[src/rtl/serial_frame_receiver_pkg.sv]
// Shared definitions for the serial frame receiver: FSM state codes and line levels.
package serial_frame_receiver_pkg;

  typedef logic [1:0] rx_state_t;

  localparam rx_state_t ST_IDLE   = 2'd0;
  localparam rx_state_t ST_DATA   = 2'd1;
  localparam rx_state_t ST_PARITY = 2'd2;
  localparam rx_state_t ST_STOP   = 2'd3;

  localparam logic START_BIT  = 1'b0;
  localparam logic STOP_BIT   = 1'b1;
  localparam logic IDLE_LEVEL = 1'b1;

endpackage

[src/rtl/serial_frame_receiver_shift_core.sv]
// rx_shift_core: bit counter plus a shift register whose direction is latched at frame start.
module rx_shift_core
  import serial_frame_receiver_pkg::*;
#(
  parameter int WIDTH = 4
) (
  input  logic             clk,
  input  logic             clear,
  input  logic             start,
  input  logic             shift,
  input  logic             msb_first,
  input  logic             bit_in,
  output logic [WIDTH-1:0] data,
  output logic             last
);

  localparam int CW = $clog2(WIDTH);

  logic [CW-1:0] cnt;
  logic          msb_dir;

  // Start empties the register and latches bit order; each shift moves one data bit in.
  always_ff @(posedge clk) begin
    if (clear) begin
      data    <= '0;
      cnt     <= '0;
      msb_dir <= 1'b0;
    end else if (start) begin
      data    <= '0;
      cnt     <= '0;
      msb_dir <= msb_first;
    end else if (shift) begin
      if (msb_dir) begin
        data <= {data[WIDTH-2:0], bit_in};
      end else begin
        data <= {bit_in, data[WIDTH-1:1]};
      end
      cnt <= cnt + CW'(1);
    end
  end

  assign last = (cnt == CW'(WIDTH - 1));

endmodule

[src/rtl/serial_frame_receiver.sv]
// Serial frame receiver: start/data/parity/stop framing, even-parity check, valid/ready output.
module serial_frame_receiver
  import serial_frame_receiver_pkg::*;
#(
  parameter int WIDTH     = 4,
  parameter int PARITY_EN = 1
) (
  input  logic             clk,
  input  logic             clear,
  input  logic             sin,
  input  logic             sin_en,
  input  logic             msb_first,
  input  logic             out_ready,
  output logic [WIDTH-1:0] out_data,
  output logic             out_valid,
  output logic             parity_err,
  output logic             frame_err,
  output logic             overrun
);

  rx_state_t        state;
  logic             perr;
  logic [WIDTH-1:0] shift_data;
  logic             shift_last;
  logic             core_start;
  logic             core_shift;

  assign core_start = sin_en && (state == ST_IDLE) && (sin == START_BIT);
  assign core_shift = sin_en && (state == ST_DATA);

  rx_shift_core #(
    .WIDTH (WIDTH)
  ) u_core (
    .clk       (clk),
    .clear     (clear),
    .start     (core_start),
    .shift     (core_shift),
    .msb_first (msb_first),
    .bit_in    (sin),
    .data      (shift_data),
    .last      (shift_last)
  );

  // Frame FSM advancing on strobes, plus the output holding register and error pulses.
  always_ff @(posedge clk) begin
    if (clear) begin
      state      <= ST_IDLE;
      perr       <= 1'b0;
      out_data   <= '0;
      out_valid  <= 1'b0;
      parity_err <= 1'b0;
      frame_err  <= 1'b0;
      overrun    <= 1'b0;
    end else begin
      frame_err <= 1'b0;
      overrun   <= 1'b0;
      if (out_valid && out_ready) begin
        out_valid <= 1'b0;
      end
      if (sin_en) begin
        case (state)
          ST_IDLE: begin
            if (sin == START_BIT) begin
              state <= ST_DATA;
              perr  <= 1'b0;
            end
          end
          ST_DATA: begin
            if (shift_last) begin
              state <= (PARITY_EN != 0) ? ST_PARITY : ST_STOP;
            end
          end
          ST_PARITY: begin
            perr  <= (^shift_data) ^ sin;
            state <= ST_STOP;
          end
          default: begin
            state <= ST_IDLE;
            if (sin == STOP_BIT) begin
              if (!out_valid || out_ready) begin
                out_data   <= shift_data;
                parity_err <= (PARITY_EN != 0) ? perr : 1'b0;
                out_valid  <= 1'b1;
              end else begin
                overrun <= 1'b1;
              end
            end else begin
              frame_err <= 1'b1;
            end
          end
        endcase
      end
    end
  end

endmodule
[config.mk]
export PLATFORM = sky130hd
export DESIGN_NAME = serial_frame_receiver
export DESIGN_NICKNAME = d
export VERILOG_FILES = /design/src/rtl/serial_frame_receiver_pkg.sv /design/src/rtl/serial_frame_receiver_shift_core.sv /design/src/rtl/serial_frame_receiver.sv
export SDC_FILE = /design/constraint.sdc
export NUM_CORES = 1
export LEC_CHECK = 0
export ABC_AREA = 1
export BUFFER_PORTS_ARGS = -buffer_cell sky130_fd_sc_hd__buf_4
export CORE_ASPECT_RATIO = 1.1
export CORE_MARGIN = 10
export CORE_UTILIZATION = 57
export CTS_BUF_LIST = sky130_fd_sc_hd__clkbuf_8
export CTS_CLUSTER_DIAMETER = 200
export DETAILED_ROUTE_END_ITERATION = 8
export PLACE_DENSITY = 0.8
export SYNTH_ARGS = -nofsm -noshare
export SYNTH_HDL_FRONTEND = slang
export SYNTH_SLANG_ARGS = --single-unit
[constraint.sdc]
create_clock -name clk -period 1.6 [get_ports clk]
set_clock_uncertainty 0.05 [all_clocks]
set_input_delay 0.24 -clock clk [delete_from_list [all_inputs] [get_ports clk]]
set_output_delay 0.24 -clock clk [all_outputs]
set_load 0.05 [all_outputs]
==> report_table.html, run 1 <==
<table>
<tr><th>Metric</th><th>Value</th></tr>
<tr><th colspan="2">Setup path</th></tr>
<tr><td>Nature of the critical path endpoint</td><td>register</td></tr>
<tr><td>Data arrival at the endpoint of the critical path</td><td>1.54 ns</td></tr>
<tr><td>Data required time at the worst endpoint</td><td>1.74 ns</td></tr>
<tr><td>Worst-path cell with the longest stage delay</td><td>sky130_fd_sc_hd__dfxtp_1</td></tr>
<tr><td>Ordered cell list for the critical path</td><td>inv_1, ha_1, nand2_4, a21oi_1, o21ai_0, a21oi_1</td></tr>
<tr><td>Kind of start point of the critical path</td><td>register</td></tr>
<tr><td>Crit Reg-Reg Startpoint</td><td>state[1]</td></tr>
<tr><td>Worst path most repeated cell</td><td>sky130_fd_sc_hd__a21oi_1</td></tr>
<tr><td>Setup CP Type</td><td>register to register</td></tr>
<tr><td>Startpoint of the worst setup timing path</td><td>state[1]</td></tr>
<tr><td>Slowest cell delay on critical path</td><td>0.33 ns</td></tr>
<tr><td>Worst-path maximum fanout</td><td>10</td></tr>
<tr><th colspan="2">Pwr</th></tr>
<tr><td>PD cells</td><td>957 mW/mm²</td></tr>
<tr><td>Flop pwr share</td><td>46.8%</td></tr>
<tr><td>Total net switching power</td><td>0.284 mW</td></tr>
<tr><td>Power share of the combinational group</td><td>16.9%</td></tr>
<tr><td>Proportion of power drawn by the clock network</td><td>36.3%</td></tr>
<tr><td>Maximum resistive drop on vdd</td><td>664 µV</td></tr>
<tr><td>Sw Ratio</td><td>27.6%</td></tr>
<tr><td>Leakage component of the power</td><td>0.457 nW</td></tr>
<tr><td>Cell internal power dissipation</td><td>0.745 mW</td></tr>
<tr><th colspan="2">STA</th></tr>
<tr><td>Unrepaired setup endpoints after global routing</td><td>no</td></tr>
<tr><td>Setup-failing EPs final</td><td>0</td></tr>
<tr><td>Final Slew Violations</td><td>0</td></tr>
<tr><td>Maximum clock rate</td><td>712 MHz</td></tr>
<tr><td>Tightest Pin Transition</td><td>0.309 ns</td></tr>
<tr><td>Normalized max-slew margin</td><td>79.2%</td></tr>
<tr><td>Sum of negative setup slack</td><td>0 ns</td></tr>
<tr><td>Clock period minus worst slack</td><td>1.41 ns</td></tr>
<tr><td>Final period util</td><td>87.8%</td></tr>
<tr><td>Count of endpoints failing hold in the final timing report</td><td>0</td></tr>
<tr><td>Worst setup slack after layout</td><td>0.195 ns</td></tr>
<tr><th colspan="2">Synth</th></tr>
<tr><td>Post-synth net total</td><td>127</td></tr>
<tr><td>Number of warnings issued by yosys</td><td>0</td></tr>
<tr><td>Fraction of the yosys area taken by sequential cells</td><td>39.1%</td></tr>
<tr><td>Register bit total from synthesis</td><td>18</td></tr>
<tr><td>Mapped Cells</td><td>115</td></tr>
<tr><td>Count of distinct cell types in the synthesized netlist</td><td>27</td></tr>
<tr><td>Post-synthesis instance area</td><td>921 µm²</td></tr>
<tr><td>Syn Area/Cell</td><td>8.01 µm²</td></tr>
<tr><th colspan="2">Global routing</th></tr>
<tr><td>Largest net degree at the start of global routing</td><td>11</td></tr>
<tr><td>Grt total ovfl</td><td>0</td></tr>
<tr><td>Vias in the first global route</td><td>819</td></tr>
<tr><td>First-pass GRT wire length</td><td>3460 µm</td></tr>
<tr><td>Gr usage total</td><td>11.4%</td></tr>
<tr><td>Antenna violations before repair</td><td>0</td></tr>
<tr><th colspan="2">Die</th></tr>
<tr><td>Top-level I/O count</td><td>14</td></tr>
<tr><td>Floorplan Core Area</td><td>0.00156 mm²</td></tr>
<tr><td>Total number of placement rows</td><td>15</td></tr>
<tr><td>Die Area</td><td>0.00363 mm²</td></tr>
<tr><td>Height of the die</td><td>62.2 µm</td></tr>
<tr><td>Initial Utilization</td><td>59.1%</td></tr>
<tr><td>Die span in x</td><td>58.3 µm</td></tr>
<tr><th colspan="2">CTS</th></tr>
<tr><td>Post-cts sizing count</td><td>0</td></tr>
<tr><td>Clock tree from TritonCTS</td><td>yes</td></tr>
<tr><td>Clock-pin slew on the worst setup and hold paths</td><td>0.07 ns</td></tr>
<tr><td>Clock tree root driver cell</td><td>sky130_fd_sc_hd__clkbuf_8</td></tr>
<tr><td>Total CTS buffers</td><td>3</td></tr>
<tr><td>Clock latency at the later pin of the worst-skew pair</td><td>0.26 ns</td></tr>
<tr><td>Total clock sinks</td><td>18</td></tr>
<tr><td>Number of hold-repair buffers added at the cts stage</td><td>0</td></tr>
<tr><td>Depth of the CTS H-tree</td><td>1</td></tr>
<tr><td># Post-CTS Setup Buffers</td><td>0</td></tr>
<tr><td>Largest buffer count on any clock path</td><td>2</td></tr>
<tr><th colspan="2">Drt</th></tr>
<tr><td>Pre-antenna DRT Iters</td><td>4</td></tr>
<tr><td>Aggregate routed wire length</td><td>1970 µm</td></tr>
<tr><td>Total number of vias</td><td>792</td></tr>
<tr><td>Routed vias/inst</td><td>5.39</td></tr>
<tr><td>DRC viols</td><td>0</td></tr>
<tr><td>Antenna viol nets, final</td><td>0</td></tr>
<tr><td>Routed wirelength normalized by instance count</td><td>13.4 µm</td></tr>
<tr><td>1st-iter DRT viols</td><td>14</td></tr>
<tr><th colspan="2">Finish</th></tr>
<tr><td>Fraction of layout instances using a drive strength above 1</td><td>23.1%</td></tr>
<tr><td>Top library cells by usage in the layout, fill and taps aside</td><td>18 x sky130_fd_sc_hd__dfxtp_1, 16 x sky130_fd_sc_hd__nand2_1, 16 x sky130_fd_sc_hd__a21oi_1</td></tr>
<tr><td>Fillers</td><td>134</td></tr>
<tr><td>Commonest non-fill, non-tap cell in the layout</td><td>sky130_fd_sc_hd__dfxtp_1</td></tr>
<tr><td>Area added between synthesis and finish</td><td>16.8%</td></tr>
<tr><td>Number of nets in the final layout</td><td>143</td></tr>
<tr><td>Antenna diodes</td><td>0</td></tr>
<tr><th colspan="2">Outcome</th></tr>
<tr><td>Result of the run</td><td>finished, final reports clean</td></tr>
<tr><th colspan="2">Placed design</th></tr>
<tr><td>Port Buffer Count</td><td>13</td></tr>
<tr><td>Gp weighted congestion</td><td>0.775</td></tr>
<tr><td>DP Wirelength</td><td>1490 µm</td></tr>
<tr><td>Placement-stage worst setup slack</td><td>0.241 ns</td></tr>
<tr><th colspan="2">Worst hold path</th></tr>
<tr><td>Startpoint of the worst hold path</td><td>clear</td></tr>
<tr><td>HP Class</td><td>input port to register</td></tr>
<tr><th colspan="2">Flow run</th></tr>
<tr><td># Max-Cap Violations</td><td>0</td></tr>
</table>
-- cell families after synthesis --
kind of cell / share of synthesized area, %
XOR/XNOR: 2.85
buffers and inverters: 9.10
AND/OR/NAND/NOR: 22.1
AO/OA/AOI/OAI: 18.6
adder cells (fa/ha/maj): 8.15
flip-flops: 39.1
-- final cells by class --
type / count / area (µm²) / share of cell area [%]
multi-input cells: 79 / 477 / 44.3
inverters: 16 / 65.1 / 6.05
well taps: 17 / 21.3 / 1.98
clock buffers: 4 / 55.1 / 5.12
flip-flops and latches: 18 / 360 / 33.5
repair buffers: 13 / 97.6 / 9.07
-- path summary, 6_finish.rpt --
path | to | slack (ns) | cells after the start
setup / recovery | u_core.data[2] | 0.19 | 6
hold / removal | perr | 0.11 | 2
setup reg to reg | u_core.data[2] | 0.19 | 6
hold reg to reg | u_core.cnt[1] | 0.43 | 2
-- sequential cells by signal, indices dropped and copies added, names as in the netlist --
| signal | cells |
|---|---|
| out_valid | 1 |
| u_core.msb_dir | 1 |
| u_core.data | 4 |
| u_core.cnt | 2 |
| state | 2 |
| perr | 1 |
| parity_err | 1 |
| overrun | 1 |
| out_data | 4 |
| frame_err | 1 |
-- power groups by stage --
stage | sequential [mW] | combinational (mW) | clock [mW]
3_5_place_dp | 0.492 | 0.169 | 0
3_3_place_gp | 0.490 | 0.164 | 0
6_report | 0.482 | 0.174 | 0.374
5_1_grt | 0.484 | 0.198 | 0.397
4_1_cts | 0.481 | 0.174 | 0.382
2_1_floorplan | 0.499 | 0.120 | 0
-- critical path, delay by kind of cell, from the launching register on --
family | cells | cell delay [ns]
adders and majority gates | 1 | 0.31
buffers and inverters | 1 | 0.13
DFF | 1 | 0.33
AOI/OAI and AO/OA | 3 | 0.40
and+or+nand+nor | 1 | 0.13
-- per-stage QoR --
step	instance area, µm²	cells	hold slack (ns)	util, %	total power, mW
floorplan	921	115	0.252	-	0.619
finish	1080	147	0.112	69.1	1.03
CTS	1080	147	0.107	69.1	1.04
global route	1080	147	0.109	69.1	1.08
global placement	1020	143	0.385	65.5	0.655
detailed placement	1020	143	0.383	65.5	0.661
-- cells in the mapped netlist (all sizes together) --
cell / instances / area [µm²]
nand4: 1 / 6.26
dfxtp: 18 / 360
nand2: 18 / 77.6
xor2: 2 / 17.5
clkinv: 1 / 3.75
ha: 6 / 75.1
nor2: 10 / 56.3
o21ai: 14 / 70.1
xnor2: 1 / 8.76
nor4: 1 / 6.26
nand3: 7 / 52.6
nor3: 1 / 5.00
o211ai: 1 / 12.5
buf: 2 / 18.8
inv: 15 / 61.3
a21oi: 17 / 88.8
-- per-layer routing --
metal  vias up  GRT usage [%]  part of all wire (%)
met5         -              0                     0
met4         0           5.88                   2.1
met3         5           3.46                   5.1
met2        20           18.8                    47
met1       358           12.5                    46
li1        409              -                     -
(Power assumes the default switching activity.)
==> run 2: changes to the inputs <==
--- a/config.mk
+++ b/config.mk
@@ -5,7 +5,6 @@
 export SDC_FILE = /design/constraint.sdc
 export NUM_CORES = 1
 export LEC_CHECK = 0
-export ABC_AREA = 1
 export BUFFER_PORTS_ARGS = -buffer_cell sky130_fd_sc_hd__buf_4
 export CORE_ASPECT_RATIO = 1.1
 export CORE_MARGIN = 10
==> report_table.html, run 2 <==
<table>
<tr><th>Metric</th><th>Value</th></tr>
<tr><th colspan="2">Outcome</th></tr>
<tr><td>Result of the run</td><td>finished, final reports clean</td></tr>
<tr><th colspan="2">Finish</th></tr>
<tr><td>Area added between synthesis and finish</td><td>17.3%</td></tr>
<tr><td>Commonest non-fill, non-tap cell in the layout</td><td>sky130_fd_sc_hd__dfxtp_1</td></tr>
<tr><td>Number of nets in the final layout</td><td>121 (-15%)</td></tr>
<tr><td>Top library cells by usage in the layout, fill and taps aside</td><td>17 x sky130_fd_sc_hd__dfxtp_1, 13 x sky130_fd_sc_hd__buf_4, 8 x sky130_fd_sc_hd__a21oi_1</td></tr>
<tr><td>Final core utilization</td><td>73.3% (+4.2 points)</td></tr>
<tr><td>Fillers</td><td>114 (-15%)</td></tr>
<tr><td>Biggest regs</td><td>out_data (4), u_core.data (4)</td></tr>
<tr><td>Fraction of layout instances using a drive strength above 1</td><td>17.6% (-5.5 points)</td></tr>
<tr><td>Antenna diodes</td><td>0 (unchanged)</td></tr>
<tr><td>Area of the multi-input gates</td><td>478 µm² (+0.26%)</td></tr>
<tr><td>Reg area</td><td>362 µm² (+0.35%)</td></tr>
<tr><th colspan="2">Synth</th></tr>
<tr><td>Post-synth top area share</td><td>41.1% (+2.0 points)</td></tr>
<tr><td>Post-synthesis instance area</td><td>876 µm² (-4.9%)</td></tr>
<tr><td>Number of enable-type register cells in the synthesized netlist</td><td>0 (unchanged)</td></tr>
<tr><td>Most common cell in the netlist</td><td>sky130_fd_sc_hd__dfxtp_1</td></tr>
<tr><td>Proportion of register bits with asynchronous set or reset after synthesis</td><td>0% (unchanged)</td></tr>
<tr><td>Cell type with the largest total area after synthesis</td><td>sky130_fd_sc_hd__dfxtp_1</td></tr>
<tr><td>Count of distinct cell types in the synthesized netlist</td><td>28 (+3.7%)</td></tr>
<tr><td>Cell types with the largest area share after synthesis</td><td>sky130_fd_sc_hd__dfxtp_1 41%, sky130_fd_sc_hd__ha_1 8.6%, sky130_fd_sc_hd__mux2i_1 6.9%</td></tr>
<tr><td>Fraction of the yosys area taken by sequential cells</td><td>41.1% (+2.0 points)</td></tr>
<tr><td>Mapped Cells</td><td>96 (-17%)</td></tr>
<tr><td>Top cell types by occurrence after synthesis</td><td>18 x sky130_fd_sc_hd__dfxtp_1, 8 x sky130_fd_sc_hd__a21oi_1, 7 x sky130_fd_sc_hd__nor2_1</td></tr>
<tr><td>Post-synth net total</td><td>108 (-15%)</td></tr>
<tr><td>Number of warnings issued by yosys</td><td>0 (unchanged)</td></tr>
<tr><td>Most frequently used flop master after synthesis</td><td>sky130_fd_sc_hd__dfxtp_1</td></tr>
<tr><td>Register bit total from synthesis</td><td>18 (unchanged)</td></tr>
<tr><td>Syn Area/Cell</td><td>9.12 µm² (+14%)</td></tr>
<tr><th colspan="2">Die</th></tr>
<tr><td>Die span in x</td><td>57.4 µm (-1.6%)</td></tr>
<tr><td>Initial Utilization</td><td>62.5% (+3.4 points)</td></tr>
<tr><td>Total number of placement rows</td><td>14 (-1)</td></tr>
<tr><td>Die Area</td><td>0.00351 mm² (-3.3%)</td></tr>
<tr><td>Height of the die</td><td>61.1 µm (-1.7%)</td></tr>
<tr><td>Floorplan Core Area</td><td>0.00140 mm² (-10%)</td></tr>
<tr><td>Top-level I/O count</td><td>14 (unchanged)</td></tr>
<tr><th colspan="2">STA</th></tr>
<tr><td>Count of endpoints failing hold in the final timing report</td><td>0 (unchanged)</td></tr>
<tr><td>Unrepaired setup endpoints after global routing</td><td>yes</td></tr>
<tr><td>Setup-failing EPs final</td><td>0 (unchanged)</td></tr>
<tr><td>Final period util</td><td>95.1% (+7.3 points)</td></tr>
<tr><td>Worst setup slack after layout</td><td>0.0783 ns (-0.117 ns)</td></tr>
<tr><td>Maximum clock rate</td><td>657 MHz (-7.7%)</td></tr>
<tr><td>Final Slew Violations</td><td>0 (unchanged)</td></tr>
<tr><td>Normalized max-slew margin</td><td>74.9% (-4.3 points)</td></tr>
<tr><td>Clock period minus worst slack</td><td>1.52 ns (+0.117 ns)</td></tr>
<tr><td>Worst-case hold slack</td><td>0.166 ns (+0.0538 ns)</td></tr>
<tr><td>Tightest Pin Transition</td><td>0.376 ns (+0.0663 ns)</td></tr>
<tr><td>Sum of negative setup slack</td><td>0 ns (unchanged)</td></tr>
<tr><th colspan="2">Pwr</th></tr>
<tr><td>Maximum resistive drop on vdd</td><td>592 µV (-11%)</td></tr>
<tr><td>PD cells</td><td>956 mW/mm² (about the same)</td></tr>
<tr><td>Leakage component of the power</td><td>0.406 nW (-11%)</td></tr>
<tr><th colspan="2">Setup path</th></tr>
<tr><td>Worst-path maximum fanout</td><td>4 (-6)</td></tr>
<tr><td>Data arrival at the endpoint of the critical path</td><td>1.67 ns (+0.13 ns)</td></tr>
<tr><td>Nature of the critical path endpoint</td><td>register</td></tr>
<tr><td>Kind of start point of the critical path</td><td>register</td></tr>
<tr><td>Setup CP Type</td><td>register to register</td></tr>
<tr><td>Data required time at the worst endpoint</td><td>1.75 ns (about the same)</td></tr>
<tr><th colspan="2">CTS</th></tr>
<tr><td>Clock tree root driver cell</td><td>sky130_fd_sc_hd__clkbuf_8</td></tr>
<tr><td>Largest buffer count on any clock path</td><td>2 (unchanged)</td></tr>
<tr><td>Total clock sinks</td><td>18 (unchanged)</td></tr>
<tr><td>Depth of the CTS H-tree</td><td>1 (unchanged)</td></tr>
<tr><td>Clock-pin slew on the worst setup and hold paths</td><td>0.07 ns (about the same)</td></tr>
<tr><td>Clock tree from TritonCTS</td><td>yes</td></tr>
<tr><td>Total CTS buffers</td><td>3 (unchanged)</td></tr>
<tr><td>Number of hold-repair buffers added at the cts stage</td><td>0 (unchanged)</td></tr>
<tr><td>Post-cts sizing count</td><td>0 (unchanged)</td></tr>
<tr><td># Post-CTS Setup Buffers</td><td>0 (unchanged)</td></tr>
<tr><td>Clock latency at the later pin of the worst-skew pair</td><td>0.25 ns (about the same)</td></tr>
<tr><th colspan="2">Global routing</th></tr>
<tr><td>Gr usage total</td><td>10.6% (-0.82 points)</td></tr>
<tr><td>Grt total ovfl</td><td>0 (unchanged)</td></tr>
<tr><td>Vias in the first global route</td><td>716 (-13%)</td></tr>
<tr><td>Antenna violations before repair</td><td>0 (unchanged)</td></tr>
<tr><td>First-pass GRT wire length</td><td>2970 µm (-14%)</td></tr>
<tr><td>Largest net degree at the start of global routing</td><td>13 (+2)</td></tr>
<tr><th colspan="2">Worst hold path</th></tr>
<tr><td>HP Class</td><td>input port to register</td></tr>
<tr><th colspan="2">Drt</th></tr>
<tr><td>DRC viols</td><td>0 (unchanged)</td></tr>
<tr><td>Total number of vias</td><td>716 (-9.6%)</td></tr>
<tr><td>1st-iter DRT viols</td><td>18 (+4)</td></tr>
<tr><td>Routed vias/inst</td><td>5.77 (+7.2%)</td></tr>
<tr><td>Routed wirelength normalized by instance count</td><td>14.2 µm (+5.8%)</td></tr>
<tr><td>Aggregate routed wire length</td><td>1760 µm (-11%)</td></tr>
<tr><td>Pre-antenna DRT Iters</td><td>4 (unchanged)</td></tr>
<tr><td>Antenna viol nets, final</td><td>0 (unchanged)</td></tr>
<tr><th colspan="2">Placed design</th></tr>
<tr><td>DP Wirelength</td><td>1340 µm (-9.9%)</td></tr>
<tr><td>Gp weighted congestion</td><td>0.790 (+2.0%)</td></tr>
<tr><td>Placement-stage worst setup slack</td><td>0.0694 ns (-0.171 ns)</td></tr>
<tr><td>Port Buffer Count</td><td>13 (unchanged)</td></tr>
<tr><th colspan="2">Flow run</th></tr>
<tr><td># Max-Cap Violations</td><td>0 (unchanged)</td></tr>
</table>
## run 2: final timing paths
kind	slack [ns]	cells after the start	to	startpoint
max	0.08	5	perr	state[1]
max reg2reg	0.08	5	perr	state[1]
min reg2reg	0.42	2	parity_err	perr
min	0.17	3	u_core.msb_dir	msb_first
## run 2: layout make-up
class                      instances  share of cell area [%]
multi-input combinational         69                    46.5
sequential                        18                    35.2
timing repair buffer              13                    9.50
clock buffer                       4                    5.36
tap                               16                    1.95
inverter                           4                    1.46
## run 2: report_power, final
| part | switching [mW] | leakage, nW | internal [mW] |
|---|---|---|---|
| clock network | 0.146 | 0.0288 | 0.219 |
| registers | 0.0178 | 0.146 | 0.464 |
| logic | 0.0737 | 0.231 | 0.0624 |
## run 2: worst max-delay path: stages (launching register included)
cell and delay [ns]:
sky130_fd_sc_hd__dfxtp_1 0.38, sky130_fd_sc_hd__inv_1 0.10, sky130_fd_sc_hd__ha_1 0.22, sky130_fd_sc_hd__or2_2 0.33
sky130_fd_sc_hd__a311oi_1 0.27, sky130_fd_sc_hd__a31o_1 0.12
## run 2: cells by family after synthesis
kind of cell	synth area share, %
and+or+nand+nor	19.1
AOI/OAI and AO/OA	14.4
DFF	41.1
buffers and inverters	4.29
muxes	6.86
adders and majority gates	8.57
xor gates and xnor gates	5.57
## run 2: metrics by stage
stage               instances  instance area, µm²  total power, mW
CTS                       124                1030            0.986
finish                    124                1030            0.982
global route              124                1030             1.03
global placement          120                 971            0.620
detailed placement        120                 971            0.625
floorplan                  96                 876            0.594
## run 2: layer usage
metal | track usage (%) | vias up | wire length [µm]
met2 | 18.6 | 16 | 828
met3 | 3.50 | 5 | 91
met5 | 0 | - | 0
met1 | 10.9 | 332 | 800
li1 | - | 363 | -
met4 | 6.38 | 0 | 34
==> run 3: changes to the inputs <==
--- a/config.mk
+++ b/config.mk
@@ -6,13 +6,13 @@
 export NUM_CORES = 1
 export LEC_CHECK = 0
 export BUFFER_PORTS_ARGS = -buffer_cell sky130_fd_sc_hd__buf_4
+export CAP_MARGIN = 20
 export CORE_ASPECT_RATIO = 1.1
 export CORE_MARGIN = 10
-export CORE_UTILIZATION = 57
+export CORE_UTILIZATION = 40
 export CTS_BUF_LIST = sky130_fd_sc_hd__clkbuf_8
 export CTS_CLUSTER_DIAMETER = 200
 export DETAILED_ROUTE_END_ITERATION = 8
-export PLACE_DENSITY = 0.8
 export SYNTH_ARGS = -nofsm -noshare
 export SYNTH_HDL_FRONTEND = slang
 export SYNTH_SLANG_ARGS = --single-unit
==> report_table.html, run 3 (synthesized netlist as in run 2, its figures left out) <==
<table>
<tr><th>Metric</th><th>Value</th></tr>
<tr><th colspan="2">Outcome</th></tr>
<tr><td>Result of the run</td><td>finished, final reports clean</td></tr>
<tr><th colspan="2">STA</th></tr>
<tr><td>Maximum clock rate</td><td>676 MHz (+2.9%)</td></tr>
<tr><td>Normalized max-slew margin</td><td>76.7% (+1.8 points)</td></tr>
<tr><td>Final Slew Violations</td><td>0 (unchanged)</td></tr>
<tr><td>Unrepaired setup endpoints after global routing</td><td>no</td></tr>
<tr><td>Final period util</td><td>92.4% (-2.7 points)</td></tr>
<tr><td>Setup-failing EPs final</td><td>0 (unchanged)</td></tr>
<tr><td>Clock period minus worst slack</td><td>1.48 ns (-0.0428 ns)</td></tr>
<tr><td>Count of endpoints failing hold in the final timing report</td><td>0 (unchanged)</td></tr>
<tr><td>Worst setup slack after layout</td><td>0.121 ns (+0.0428 ns)</td></tr>
<tr><td>Tightest Pin Transition</td><td>0.348 ns (-0.0272 ns)</td></tr>
<tr><td>Sum of negative setup slack</td><td>0 ns (unchanged)</td></tr>
<tr><th colspan="2">Pwr</th></tr>
<tr><td>Power share of the combinational group</td><td>14.9% (+1.0 points)</td></tr>
<tr><td>Total net switching power</td><td>0.235 mW (-1.2%)</td></tr>
<tr><td>Flop pwr share</td><td>51.5% (+2.5 points)</td></tr>
<tr><td>Maximum resistive drop on vdd</td><td>500 µV (-16%)</td></tr>
<tr><td>Leakage component of the power</td><td>0.406 nW (about the same)</td></tr>
<tr><td>Cell internal power dissipation</td><td>0.696 mW (-6.5%)</td></tr>
<tr><td>Proportion of power drawn by the clock network</td><td>33.5% (-3.6 points)</td></tr>
<tr><td>PD cells</td><td>892 mW/mm² (-6.8%)</td></tr>
<tr><td>Sw Ratio</td><td>25.2% (+1.0 points)</td></tr>
<tr><th colspan="2">Die</th></tr>
<tr><td>Die Area</td><td>0.00446 mm² (+27%)</td></tr>
<tr><td>Die span in x</td><td>64.6 µm (+13%)</td></tr>
<tr><td>Initial Utilization</td><td>42.9% (-20 points)</td></tr>
<tr><td>Total number of placement rows</td><td>17 (+3)</td></tr>
<tr><td>Top-level I/O count</td><td>14 (unchanged)</td></tr>
<tr><td>Floorplan Core Area</td><td>0.00204 mm² (+46%)</td></tr>
<tr><td>Height of the die</td><td>69.1 µm (+13%)</td></tr>
<tr><th colspan="2">Flow run</th></tr>
<tr><td># Max-Cap Violations</td><td>0 (unchanged)</td></tr>
<tr><th colspan="2">Worst hold path</th></tr>
<tr><td>HP Class</td><td>input port to register</td></tr>
<tr><th colspan="2">CTS</th></tr>
<tr><td>Clock latency at the later pin of the worst-skew pair</td><td>0.25 ns (about the same)</td></tr>
<tr><td>Total CTS buffers</td><td>3 (unchanged)</td></tr>
<tr><td>Clock tree root driver cell</td><td>sky130_fd_sc_hd__clkbuf_8</td></tr>
<tr><td>Clock tree from TritonCTS</td><td>yes</td></tr>
<tr><td>Largest buffer count on any clock path</td><td>2 (unchanged)</td></tr>
<tr><td>Total clock sinks</td><td>18 (unchanged)</td></tr>
<tr><td>Depth of the CTS H-tree</td><td>1 (unchanged)</td></tr>
<tr><td>Clock-pin slew on the worst setup and hold paths</td><td>0.07 ns (about the same)</td></tr>
<tr><td># Post-CTS Setup Buffers</td><td>0 (unchanged)</td></tr>
<tr><th colspan="2">Drt</th></tr>
<tr><td>Pre-antenna DRT Iters</td><td>4 (unchanged)</td></tr>
<tr><td>Routed vias/inst</td><td>5.04 (-13%)</td></tr>
<tr><td>Routed wirelength normalized by instance count</td><td>12.3 µm (-13%)</td></tr>
<tr><td>DRC viols</td><td>0 (unchanged)</td></tr>
<tr><td>1st-iter DRT viols</td><td>19 (+1)</td></tr>
<tr><td>Total number of vias</td><td>685 (-4.3%)</td></tr>
<tr><td>Aggregate routed wire length</td><td>1670 µm (-4.6%)</td></tr>
<tr><td>Antenna viol nets, final</td><td>0 (unchanged)</td></tr>
<tr><th colspan="2">Setup path</th></tr>
<tr><td>Setup CP Type</td><td>register to register</td></tr>
<tr><td>Ordered cell list for the critical path</td><td>inv_1, ha_1, or2_2, a311oi_1, a31o_1</td></tr>
<tr><td>Number of buffer and inverter stages on the critical path</td><td>1 (unchanged)</td></tr>
<tr><td>Worst-path maximum fanout</td><td>4 (unchanged)</td></tr>
<tr><td>Data arrival at the endpoint of the critical path</td><td>1.63 ns (-0.04 ns)</td></tr>
<tr><td>Nature of the critical path endpoint</td><td>register</td></tr>
<tr><td>Kind of start point of the critical path</td><td>register</td></tr>
<tr><td>Data required time at the worst endpoint</td><td>1.75 ns (about the same)</td></tr>
<tr><td>Slowest cell delay on critical path</td><td>0.35 ns (-0.03 ns)</td></tr>
<tr><td>Worst-path cell with the longest stage delay</td><td>sky130_fd_sc_hd__dfxtp_2</td></tr>
<tr><td>Kind of cell adding the most delay to the critical path</td><td>compound AO/OA/AOI/OAI gates</td></tr>
<tr><th colspan="2">Finish</th></tr>
<tr><td>Antenna diodes</td><td>0 (unchanged)</td></tr>
<tr><td>Biggest regs</td><td>out_data (4), u_core.data (4)</td></tr>
<tr><td>Non-filler cells in the finished layout</td><td>136 (+9.7%)</td></tr>
<tr><td>Commonest non-fill, non-tap cell in the layout</td><td>sky130_fd_sc_hd__dfxtp_1</td></tr>
<tr><td>Number of nets in the final layout</td><td>122 (+0.83%)</td></tr>
<tr><td>Top library cells by usage in the layout, fill and taps aside</td><td>16 x sky130_fd_sc_hd__dfxtp_1, 14 x sky130_fd_sc_hd__buf_4, 8 x sky130_fd_sc_hd__a21oi_1</td></tr>
<tr><td>Fraction of layout instances using a drive strength above 1</td><td>20.4% (+2.8 points)</td></tr>
<tr><td>Area added between synthesis and finish</td><td>19.3%</td></tr>
<tr><th colspan="2">Global routing</th></tr>
<tr><td>Gr usage total</td><td>7.98% (-2.6 points)</td></tr>
<tr><td>Largest net degree at the start of global routing</td><td>13 (unchanged)</td></tr>
<tr><td>Antenna violations before repair</td><td>0 (unchanged)</td></tr>
<tr><td>Grt total ovfl</td><td>0 (unchanged)</td></tr>
<tr><td>First-pass GRT wire length</td><td>2950 µm (-0.91%)</td></tr>
<tr><td>Vias in the first global route</td><td>679 (-5.2%)</td></tr>
<tr><th colspan="2">Placed design</th></tr>
<tr><td>Gp weighted congestion</td><td>0.824 (+4.3%)</td></tr>
<tr><td>Placement-stage worst setup slack</td><td>0.0818 ns (+0.0124 ns)</td></tr>
<tr><td>DP Wirelength</td><td>1290 µm (-4.0%)</td></tr>
<tr><td>Port Buffer Count</td><td>13 (unchanged)</td></tr>
<tr><td>Total instance count after detailed placement</td><td>133 (+11%)</td></tr>
</table>
run 3: worst min-delay path, cell delays in order:
cell                      delay [ns]
sky130_fd_sc_hd__buf_4          0.07
sky130_fd_sc_hd__mux2i_1        0.05
sky130_fd_sc_hd__nor2_1         0.07
run 3: layer usage:
| metal | part of all wire, % | GRT usage [%] |
|---|---|---|
| met2 | 43 | 11.7 |
| met1 | 48 | 9.28 |
| met5 | 0 | 0 |
| met3 | 7.4 | 3.70 |
| met4 | 1.7 | 4.25 |
run 3: final cells by class:
class / count / area [µm²]
sequential: 18 / 363
clock buffer: 3 / 41.3
tap: 28 / 35.0
multi-input combinational: 69 / 485
timing repair buffer: 14 / 105
fill: 214 / 997
inverter: 4 / 15.0
run 3: power groups by stage:
stage               combinational, mW  clock [mW]  sequential, mW
floorplan                       0.107           0           0.487
global placement                0.137           0           0.489
detailed placement              0.136           0           0.489
CTS                             0.137       0.324           0.479
global route                    0.157       0.341           0.483
finish                          0.139       0.312           0.480
run 3: worst paths after layout:
kind,from,endpoint,slack (ns),cells past startpoint
setup / recovery,state[0],perr,0.12,5
hold / removal,msb_first,u_core.msb_dir,0.17,3
setup reg to reg,state[0],perr,0.12,5
hold reg to reg,out_data[2],out_data[2],0.43,2
run 3: timing repair:
| action | CTS | global route |
|---|---|---|
| hold buffers | 0 | 0 |
| endpoints found under the setup margin | 0 | 5 |
| resized for setup | 0 | 4 |
run 3: through the flow:
step	hold WS, ns	utilization, %	total power [mW]	cell area, µm²
2_1_floorplan	0.334	-	0.594	876
3_3_place_gp	0.418	48.7	0.626	993
3_5_place_dp	0.420	48.7	0.625	993
4_1_cts	0.169	50.7	0.941	1030
5_1_grt	0.203	51.2	0.981	1040
6_report	0.174	51.2	0.931	1040
